## src/rtl/adder_pkg.sv

```systemverilog
// Shared types and sizing helpers for the digit-serial adder.
package adder_pkg;

    typedef enum logic [1:0] {
        IDLE = 2'd0,
        RUN  = 2'd1,
        DONE = 2'd2
    } state_t;

    function automatic int num_digits(input int width, input int digit);
        return width / digit;
    endfunction

    // A single-digit configuration still needs a 1-bit counter.
    function automatic int cnt_width(input int n);
        return (n <= 1) ? 1 : $clog2(n);
    endfunction

endpackage

```

## src/rtl/serial_adder_if.sv

```systemverilog
// Request/result bundle for serial_adder; the master issues operands, the slave returns the sum.
interface serial_adder_if #(
    parameter int WIDTH = 32
);
    logic             start;
    logic             ready;
    logic [WIDTH-1:0] A;
    logic [WIDTH-1:0] B;
    logic             Cin;
    logic [WIDTH-1:0] S;
    logic             Cout;
    logic             Ovf;
    logic             done;

    modport master (
        output start, A, B, Cin,
        input  ready, S, Cout, Ovf, done
    );

    modport slave (
        input  start, A, B, Cin,
        output ready, S, Cout, Ovf, done
    );
endinterface

```

## src/rtl/digit_adder.sv

```systemverilog
// DIGIT-bit ripple-carry adder built from full-adder cells; purely combinational.
// c_msb exposes the carry into the top bit so the caller can derive signed overflow.
module digit_adder #(
    parameter int DIGIT = 4
) (
    input  logic [DIGIT-1:0] a,
    input  logic [DIGIT-1:0] b,
    input  logic             cin,
    output logic [DIGIT-1:0] sum,
    output logic             cout,
    output logic             c_msb
);
    logic [DIGIT:0] w_c;

    assign w_c[0] = cin;

    for (genvar i = 0; i < DIGIT; i++) begin : g_fa
        assign sum[i]   = a[i] ^ b[i] ^ w_c[i];
        assign w_c[i+1] = (a[i] & b[i]) | (w_c[i] & (a[i] ^ b[i]));
    end

    assign cout  = w_c[DIGIT];
    assign c_msb = w_c[DIGIT-1];
endmodule

```

## src/rtl/serial_adder.sv

```systemverilog
// Digit-serial S = A + B + Cin, LSD first; result in WIDTH/DIGIT cycles, done pulses one cycle later.
// No backpressure: start is taken only while ready (IDLE/DONE) and ignored during RUN.
module serial_adder
    import adder_pkg::*;
#(
    parameter int WIDTH = 32,
    parameter int DIGIT = 4
) (
    input  logic           clk,
    input  logic           reset,
    serial_adder_if.slave  bus
);
    localparam int             N    = num_digits(WIDTH, DIGIT);
    localparam int             CW   = cnt_width(N);
    localparam logic [CW-1:0]  LAST = CW'(N - 1);

    state_t           r_state;
    state_t           w_next;
    logic [WIDTH-1:0] r_a;
    logic [WIDTH-1:0] r_b;
    logic [WIDTH-1:0] r_s;
    logic [WIDTH-1:0] w_s_shift;
    logic             r_carry;
    logic             r_cout;
    logic             r_ovf;
    logic [CW-1:0]    r_cnt;
    logic [DIGIT-1:0] w_dsum;
    logic             w_dcout;
    logic             w_cmsb;
    logic             w_accept;
    logic             w_last;

    assign w_accept = bus.start && (r_state != RUN);
    assign w_last   = (r_state == RUN) && (r_cnt == LAST);

    digit_adder #(.DIGIT(DIGIT)) u_digit (
        .a     (r_a[DIGIT-1:0]),
        .b     (r_b[DIGIT-1:0]),
        .cin   (r_carry),
        .sum   (w_dsum),
        .cout  (w_dcout),
        .c_msb (w_cmsb)
    );

    always_ff @(posedge clk or posedge reset) begin
        if (reset) r_state <= IDLE;
        else       r_state <= w_next;
    end

    always_comb begin
        w_next = r_state;
        case (r_state)
            IDLE:    if (bus.start) w_next = RUN;
            RUN:     if (r_cnt == LAST) w_next = DONE;
            DONE:    w_next = bus.start ? RUN : IDLE;
            default: w_next = IDLE;
        endcase
    end

    // New digit enters at the MSB end so the sum is aligned after N shifts.
    always_comb begin
        w_s_shift = r_s >> DIGIT;
        w_s_shift[WIDTH-1 -: DIGIT] = w_dsum;
    end

    always_ff @(posedge clk or posedge reset) begin
        if (reset) begin
            r_a     <= '0;
            r_b     <= '0;
            r_s     <= '0;
            r_carry <= 1'b0;
            r_cout  <= 1'b0;
            r_ovf   <= 1'b0;
            r_cnt   <= '0;
        end else if (w_accept) begin
            r_a     <= bus.A;
            r_b     <= bus.B;
            r_carry <= bus.Cin;
            r_cnt   <= '0;
        end else if (r_state == RUN) begin
            r_a     <= r_a >> DIGIT;
            r_b     <= r_b >> DIGIT;
            r_s     <= w_s_shift;
            r_carry <= w_dcout;
            if (r_cnt != LAST) r_cnt <= r_cnt + 1'b1;
            if (w_last) begin
                r_cout <= w_dcout;
                r_ovf  <= w_cmsb ^ w_dcout;
            end
        end
    end

    assign bus.ready = (r_state != RUN);
    assign bus.done  = (r_state == DONE);
    assign bus.S     = r_s;
    assign bus.Cout  = r_cout;
    assign bus.Ovf   = r_ovf;
endmodule

```

## src/flat_wrapper.sv

```systemverilog
// flat-port wrapper written by rule: the top's interface ports become plain ports
module serial_adder_flat import adder_pkg::*;
#(
    parameter int WIDTH = 32,
    parameter int DIGIT = 4
)
  (clk, reset, bus_start, bus_A, bus_B, bus_Cin, bus_ready, bus_S, bus_Cout, bus_Ovf, bus_done);
  serial_adder_if #(.WIDTH(WIDTH)) bus_i ();
  input  logic clk;
  input  logic reset;
  input wire logic [$bits(bus_i.start)-1:0] bus_start;
  input wire logic [$bits(bus_i.A)-1:0] bus_A;
  input wire logic [$bits(bus_i.B)-1:0] bus_B;
  input wire logic [$bits(bus_i.Cin)-1:0] bus_Cin;
  output wire logic [$bits(bus_i.ready)-1:0] bus_ready;
  output wire logic [$bits(bus_i.S)-1:0] bus_S;
  output wire logic [$bits(bus_i.Cout)-1:0] bus_Cout;
  output wire logic [$bits(bus_i.Ovf)-1:0] bus_Ovf;
  output wire logic [$bits(bus_i.done)-1:0] bus_done;
  assign bus_i.start = bus_start;
  assign bus_i.A = bus_A;
  assign bus_i.B = bus_B;
  assign bus_i.Cin = bus_Cin;
  assign bus_ready = bus_i.ready;
  assign bus_S = bus_i.S;
  assign bus_Cout = bus_i.Cout;
  assign bus_Ovf = bus_i.Ovf;
  assign bus_done = bus_i.done;
  serial_adder #(.WIDTH(WIDTH), .DIGIT(DIGIT)) u_core (.clk(clk), .reset(reset), .bus(bus_i));
endmodule
```

## config.mk

```make
export PLATFORM = sky130hd
export DESIGN_NAME = serial_adder_flat
export DESIGN_NICKNAME = d
export VERILOG_FILES = /design/src/rtl/adder_pkg.sv /design/src/rtl/serial_adder_if.sv /design/src/rtl/digit_adder.sv /design/src/rtl/serial_adder.sv /design/src/flat_wrapper.sv
export SDC_FILE = /design/constraint.sdc
export NUM_CORES = 1
export LEC_CHECK = 0
export ABC_AREA = 1
export CELL_PAD_IN_SITES_DETAIL_PLACEMENT = 1
export CELL_PAD_IN_SITES_GLOBAL_PLACEMENT = 1
export CORE_MARGIN = 2
export CORE_UTILIZATION = 35
export CTS_CLUSTER_SIZE = 8
export DETAILED_ROUTE_END_ITERATION = 6
export GPL_TIMING_DRIVEN = 0
export PLACE_DENSITY = 0.77
export RECOVER_POWER = 25
export SYNTH_ARGS = -nofsm -noshare
export SYNTH_HDL_FRONTEND = slang
export SYNTH_SLANG_ARGS = --single-unit
```

## constraint.sdc

```tcl
create_clock -name clk -period 9.4 [get_ports clk]
set_input_delay 1.88 -clock clk [delete_from_list [all_inputs] [get_ports clk]]
set_output_delay 1.88 -clock clk [all_outputs]
set_load 0.1 [all_outputs]
```

== Word-level counts from Yosys, hierarchy flattened ==
Index checks and enable logic that the tools add are counted.
Cells by class
  $add $sub $neg: 1
  bitwise gates (word level): 22
  reduce and logical (&&, ||, !) cells: 9
  muxes and demuxes: 13
  eq/ne operators: 7
Operator list (count)
  2-to-1 mux 32 bit: 4
  2-to-1 mux 3 bit: 3
  bitwise XOR 1 bit: 9
  AND 1 bit: 8
  one-hot mux 2 bit (3 select lines): 1
  AND reduction 2 bit: 3
  2-to-1 mux 2 bit: 2
  inequality test 2 x 1 -> 1 bit (second input constant): 2
  bitwise OR 1 bit: 4
  nonzero test 2 bit: 2
  adder 3 x 1 -> 3 bit (second input constant): 1
  equality test 3 bit (second input constant): 1
  2-to-1 mux 1 bit: 3
  inequality test 3 bit (second input constant): 1
  AND reduction 3 bit: 1
  equality test 2 x 1 -> 1 bit (second input constant): 1
  equality test 2 bit (second input constant): 1
  logical AND 1 bit: 2
  zero test 2 bit: 1
  inequality test 2 bit (second input constant): 1
  inverter 1 bit: 1
Storage, ports and cells
  input port bits: 68
  register bits after elaboration: 104
  word-level logic and storage cells: 60

== Longest topological paths before layout ==
  depth in word-level cells: 11
  mapped depth: 10

== Cells and area by module ==
A second synthesis with hierarchy kept.
Unflattened totals
  cells, all modules: 533
  area total of the unflattened synthesis: 4615.7 µm²
Modules (own cells, without submodules)
  serial_adder: sequential area each 2602.5 µm², area each 4505.6 µm², cells each 521, instances 1
  digit_adder: sequential area each 0.0 µm², area each 110.1 µm², cells each 12, instances 1

== Least setup slack after synthesis ==
OpenSTA, ideal clock, no wires.
  kind: reg-to-output
  from: reg u_core.r_state[1]
  to: out bus_done
  slack: 5815 ps
  cell stages (with the launch flop): 3
  data required time: 7520 ps
  arrival: 1705 ps
  path through: dfrtp_1 > inv_1 > nor2_1
Between the ends
  longest elaborated chain between the ends: 1
RTL lines
  start: declaration: line serial_adder.sv:17  | state_t r_state;
  start signal: assignment: line serial_adder.sv:47  | else r_state <= w_next;
  equality test 2 bit: line serial_adder.sv:94  | assign bus.done = (r_state == DONE);
  end: declaration: line flat_wrapper.sv:19  | output wire logic [$bits(bus_i.done)-1:0] bus_done;
No other way between the ends.

== Final worst setup path ==
  from: reg u_core.r_state[0]
  to: out bus_ready
Between the ends
  longest elaborated chain between the ends: 1
RTL lines
  inequality test 2 x 1 -> 1 bit: line serial_adder.sv:93  | assign bus.ready = (r_state != RUN);
  end: declaration: line flat_wrapper.sv:15  | output wire logic [$bits(bus_i.ready)-1:0] bus_ready;
No other way between the ends.

==> impl_metrics.ini <==
[clock_tree]
post_cts_buffers = 0
cts_hold_buffers = 0
clock_insertion_delay_worst_skew_ns = 0.35
tritoncts.num_buffers = 9
tritoncts = yes
ctsHtreeMaxLevel = 3
clk_path_buf_depth = 2
ctsRootBufferMaster = sky130_fd_sc_hd__clkbuf_16
cts.sinks = 104
cts.repair.resized = 0
clk_pin_slew_worst_paths_ns = 0.07

[power_and_ir_drop]
power.internal_w = 0.001184
pwr-share-clk_pct = 16.1
seq_power_share_pct = 31.8
vdd_ir_drop_max_mv = 0.1306
power_switching_w = 0.001186
cellPowerDensity_mw_per_mm2 = 386.1
power.combinational.fraction_pct = 52.2
leakagePower_nw = 2.937
netSwitchingFraction_pct = 50.03

[final_layout]
final_cell_mix = 180 x sky130_fd_sc_hd__nand2_1, 175 x sky130_fd_sc_hd__nand3_1, 104 x sky130_fd_sc_hd__dfrtp_1
antenna_diode_count = 0
most_common_library_cell_in_the_layout_ignoring_fill_and_taps = sky130_fd_sc_hd__nand2_1
drive_above_1_share_pct = 6.308
final_net_count = 721
filler_cell_count = 1564
area_growth_pct = 33.25
final_core_util_pct = 48.24

[setup_path]
critical_path_arrival_ns = 2.95
timing.critical_path.buf_inv = 3
crit_chain = nand2_1 > clkbuf_1 > buf_2 > clkdlybuf4s50_1
classification_of_the_worst_setup_path = reg2out
critPathMaxFanout = 10
crit_path_start_kind = flop
critical_path.endpoint_type = primary output
worst_path_max_stage_delay_ns = 1.17
cp_slowest_cell = sky130_fd_sc_hd__clkdlybuf4s50_1
crit_family = buffers and inverters
timing.critical_path.required_ns = 7.52

[min_path]
worstHoldPathType = reg2reg

[place]
detailed_place_hpwl_mm = 9.754
portBuffers = 102
gpl.final_weighted_congestion = 0.7858

[grt]
grt_antenna_before_repair = 0
grt_first_pass_wirelength_mm = 22.51
via_count_of_the_first_global_routing_pass = 4533
globalRouteTotalUtil_pct = 20.23
pin_count_of_the_biggest_net_entering_global_routing = 68
grt_overflow_total = 0

[synth]
syn-instance-count = 533
yosysUniqueCellTypes = 16
syn_area_cell_um2 = 8.641
synth.yosys.warnings = 0
mappedNetlistNets = 607
post_synthesis_register_bit_count = 104
sequential_share_of_the_synthesized_area_pct = 56.51
syn-cell-area_mm2 = 0.004606

[drt]
postRouteWirelength_mm = 13.50
drc_violation_count_after_routing = 0
drt-pass1-iter-count = 5
route.met2.wl_mm = 6.742
via_per_inst = 5.064
detailedRoute.firstIterationViolations = 189
detailroute.wirelength.met3_um = 585
dr.max_layer_used = met4
wl_met1_mm = 5.921
dr_total_vias = 4163
antenna_violating_nets_post_route = 0
route.detailed.wl_per_inst_um = 16.42

[run_status]
failed_checks = max-capacitance violations, max-slew violations
status = complete, but fails checks

[sta]
max_slew.worst_pin.slew_ns = 1.825
layout_min_cycle_time_ns = 4.829
finalMaxSlewViolations = 38
timing_hold_violations_final = 0
period_utilisation_layout_pct = 51.37
count_of_final_setup_violators = 0
fin_skew_ns = 0.006042
rsz0062_at_grt = false
maxSlewHeadroom_pct = -22.35
setup_total_negative_slack_ns = 0
fmaxAchievable_mhz = 207.1

[die]
fp-row-count = 41
overall_die_area_mm2 = 0.01409
coreArea_mm2 = 0.01272
die_x_um = 118.7
design.portCount = 104
die_height_um = 118.7
starting_density_of_the_core_pct = 36.20

[flow_run]
cap_viol_max_count = 1
synth_stat cells, drive strengths merged:
master    n  area, µm²
nor2      4      22.52
fa        4      80.08
buf      33      191.4
clkbuf    5      18.77
ha        2      25.02
dfrtp   104       2603
xnor2     1      8.760
o21ai     7      35.03
nand3   175      875.8
inv      18      67.56
nand2   180      678.2
sequential cells by signal (all words and copies together) (netlist names):
signal           cells
u_core.bus.Cout      1
u_core.bus.Ovf       1
u_core.bus.S        32
u_core.r_a          32
u_core.r_b          32
u_core.r_carry       1
u_core.r_cnt         3
u_core.r_state       2
worst paths after layout:
kind                                        start          endpoint  slack, ns  cells past startpoint
worst min register to register    u_core.bus.Cout   u_core.bus.Cout       0.47                      2
worst min-delay path              u_core.bus.Cout   u_core.bus.Cout       0.47                      2
max in group asynchronous                   reset     u_core.r_b[2]       5.98                      3
worst max register to register     u_core.r_carry  u_core.bus.S[31]       7.01                      8
min in group asynchronous                   reset   u_core.bus.Cout       2.46                      2
worst max-delay path            u_core.r_state[0]         bus_ready       4.57                      4
logic make-up (layout without fill, tap and decap cells):
group	Yosys count	count (layout)	synth area share (%)
AOI/OAI and AO/OA	7	7	0.7606
DFF	104	104	56.51
and+or+nand+nor	359	359	34.23
xor gates and xnor gates	1	1	0.1902
buffers and inverters	56	173	6.031
adders and majority gates	6	6	2.282
power groups by stage:
| stage | combinational [W] | sequential [W] | clock [W] |
|---|---|---|---|
| after floorplan | 0.000477 | 0.00118 | 0 |
| after detailed placement | 0.00125 | 0.000761 | 0 |
| after CTS | 0.00127 | 0.000756 | 0.000386 |
| final | 0.00124 | 0.000753 | 0.000381 |
| after global routing | 0.00134 | 0.000775 | 0.000403 |
| after global placement | 0.00122 | 0.000752 | 0 |
per-layer routing:
metal  vias up  track usage, %
li1       1976               -
met1      2061           25.36
met2       108           35.45
met3        18           2.413
met4         0           7.961
met5         -               0
tightest hold or removal path: stages, from the launching register on:
cell                      delay (ns)
sky130_fd_sc_hd__dfrtp_1        0.34
sky130_fd_sc_hd__nand2_1        0.05
sky130_fd_sc_hd__nand2_1        0.05
layout make-up:
cell class / instances / area (µm²) / area share, %
Buffer: 38 / 191.4 / 3.119
Sequential cell: 104 / 2603 / 42.41
Inverter: 18 / 68.82 / 1.121
Timing Repair Buffer: 103 / 1049 / 17.08
Clock inverter: 3 / 42.54 / 0.6932
Tap cell: 172 / 215.2 / 3.507
Multi-Input combinational cell: 373 / 1715 / 27.95
Clock buffer: 11 / 252.7 / 4.118
stage by stage:
step | std cells | area [µm²] | worst slack [ns] | power (W) | hold slack [ns]
3_5_place_dp | 808 | 5872 | 5.292 | 0.002014 | 0.4581
3_3_place_gp | 807 | 5842 | 3.149 | 0.001971 | 0.4620
5_1_grt | 822 | 6137 | 4.415 | 0.002519 | 0.5031
2_1_floorplan | 533 | 4606 | 4.788 | 0.001655 | 0.4492
6_report | 822 | 6137 | 4.571 | 0.002370 | 0.4722
4_1_cts | 822 | 6167 | 4.905 | 0.002408 | 0.4745
No activity file was read; power rests on OpenSTA's default activity.
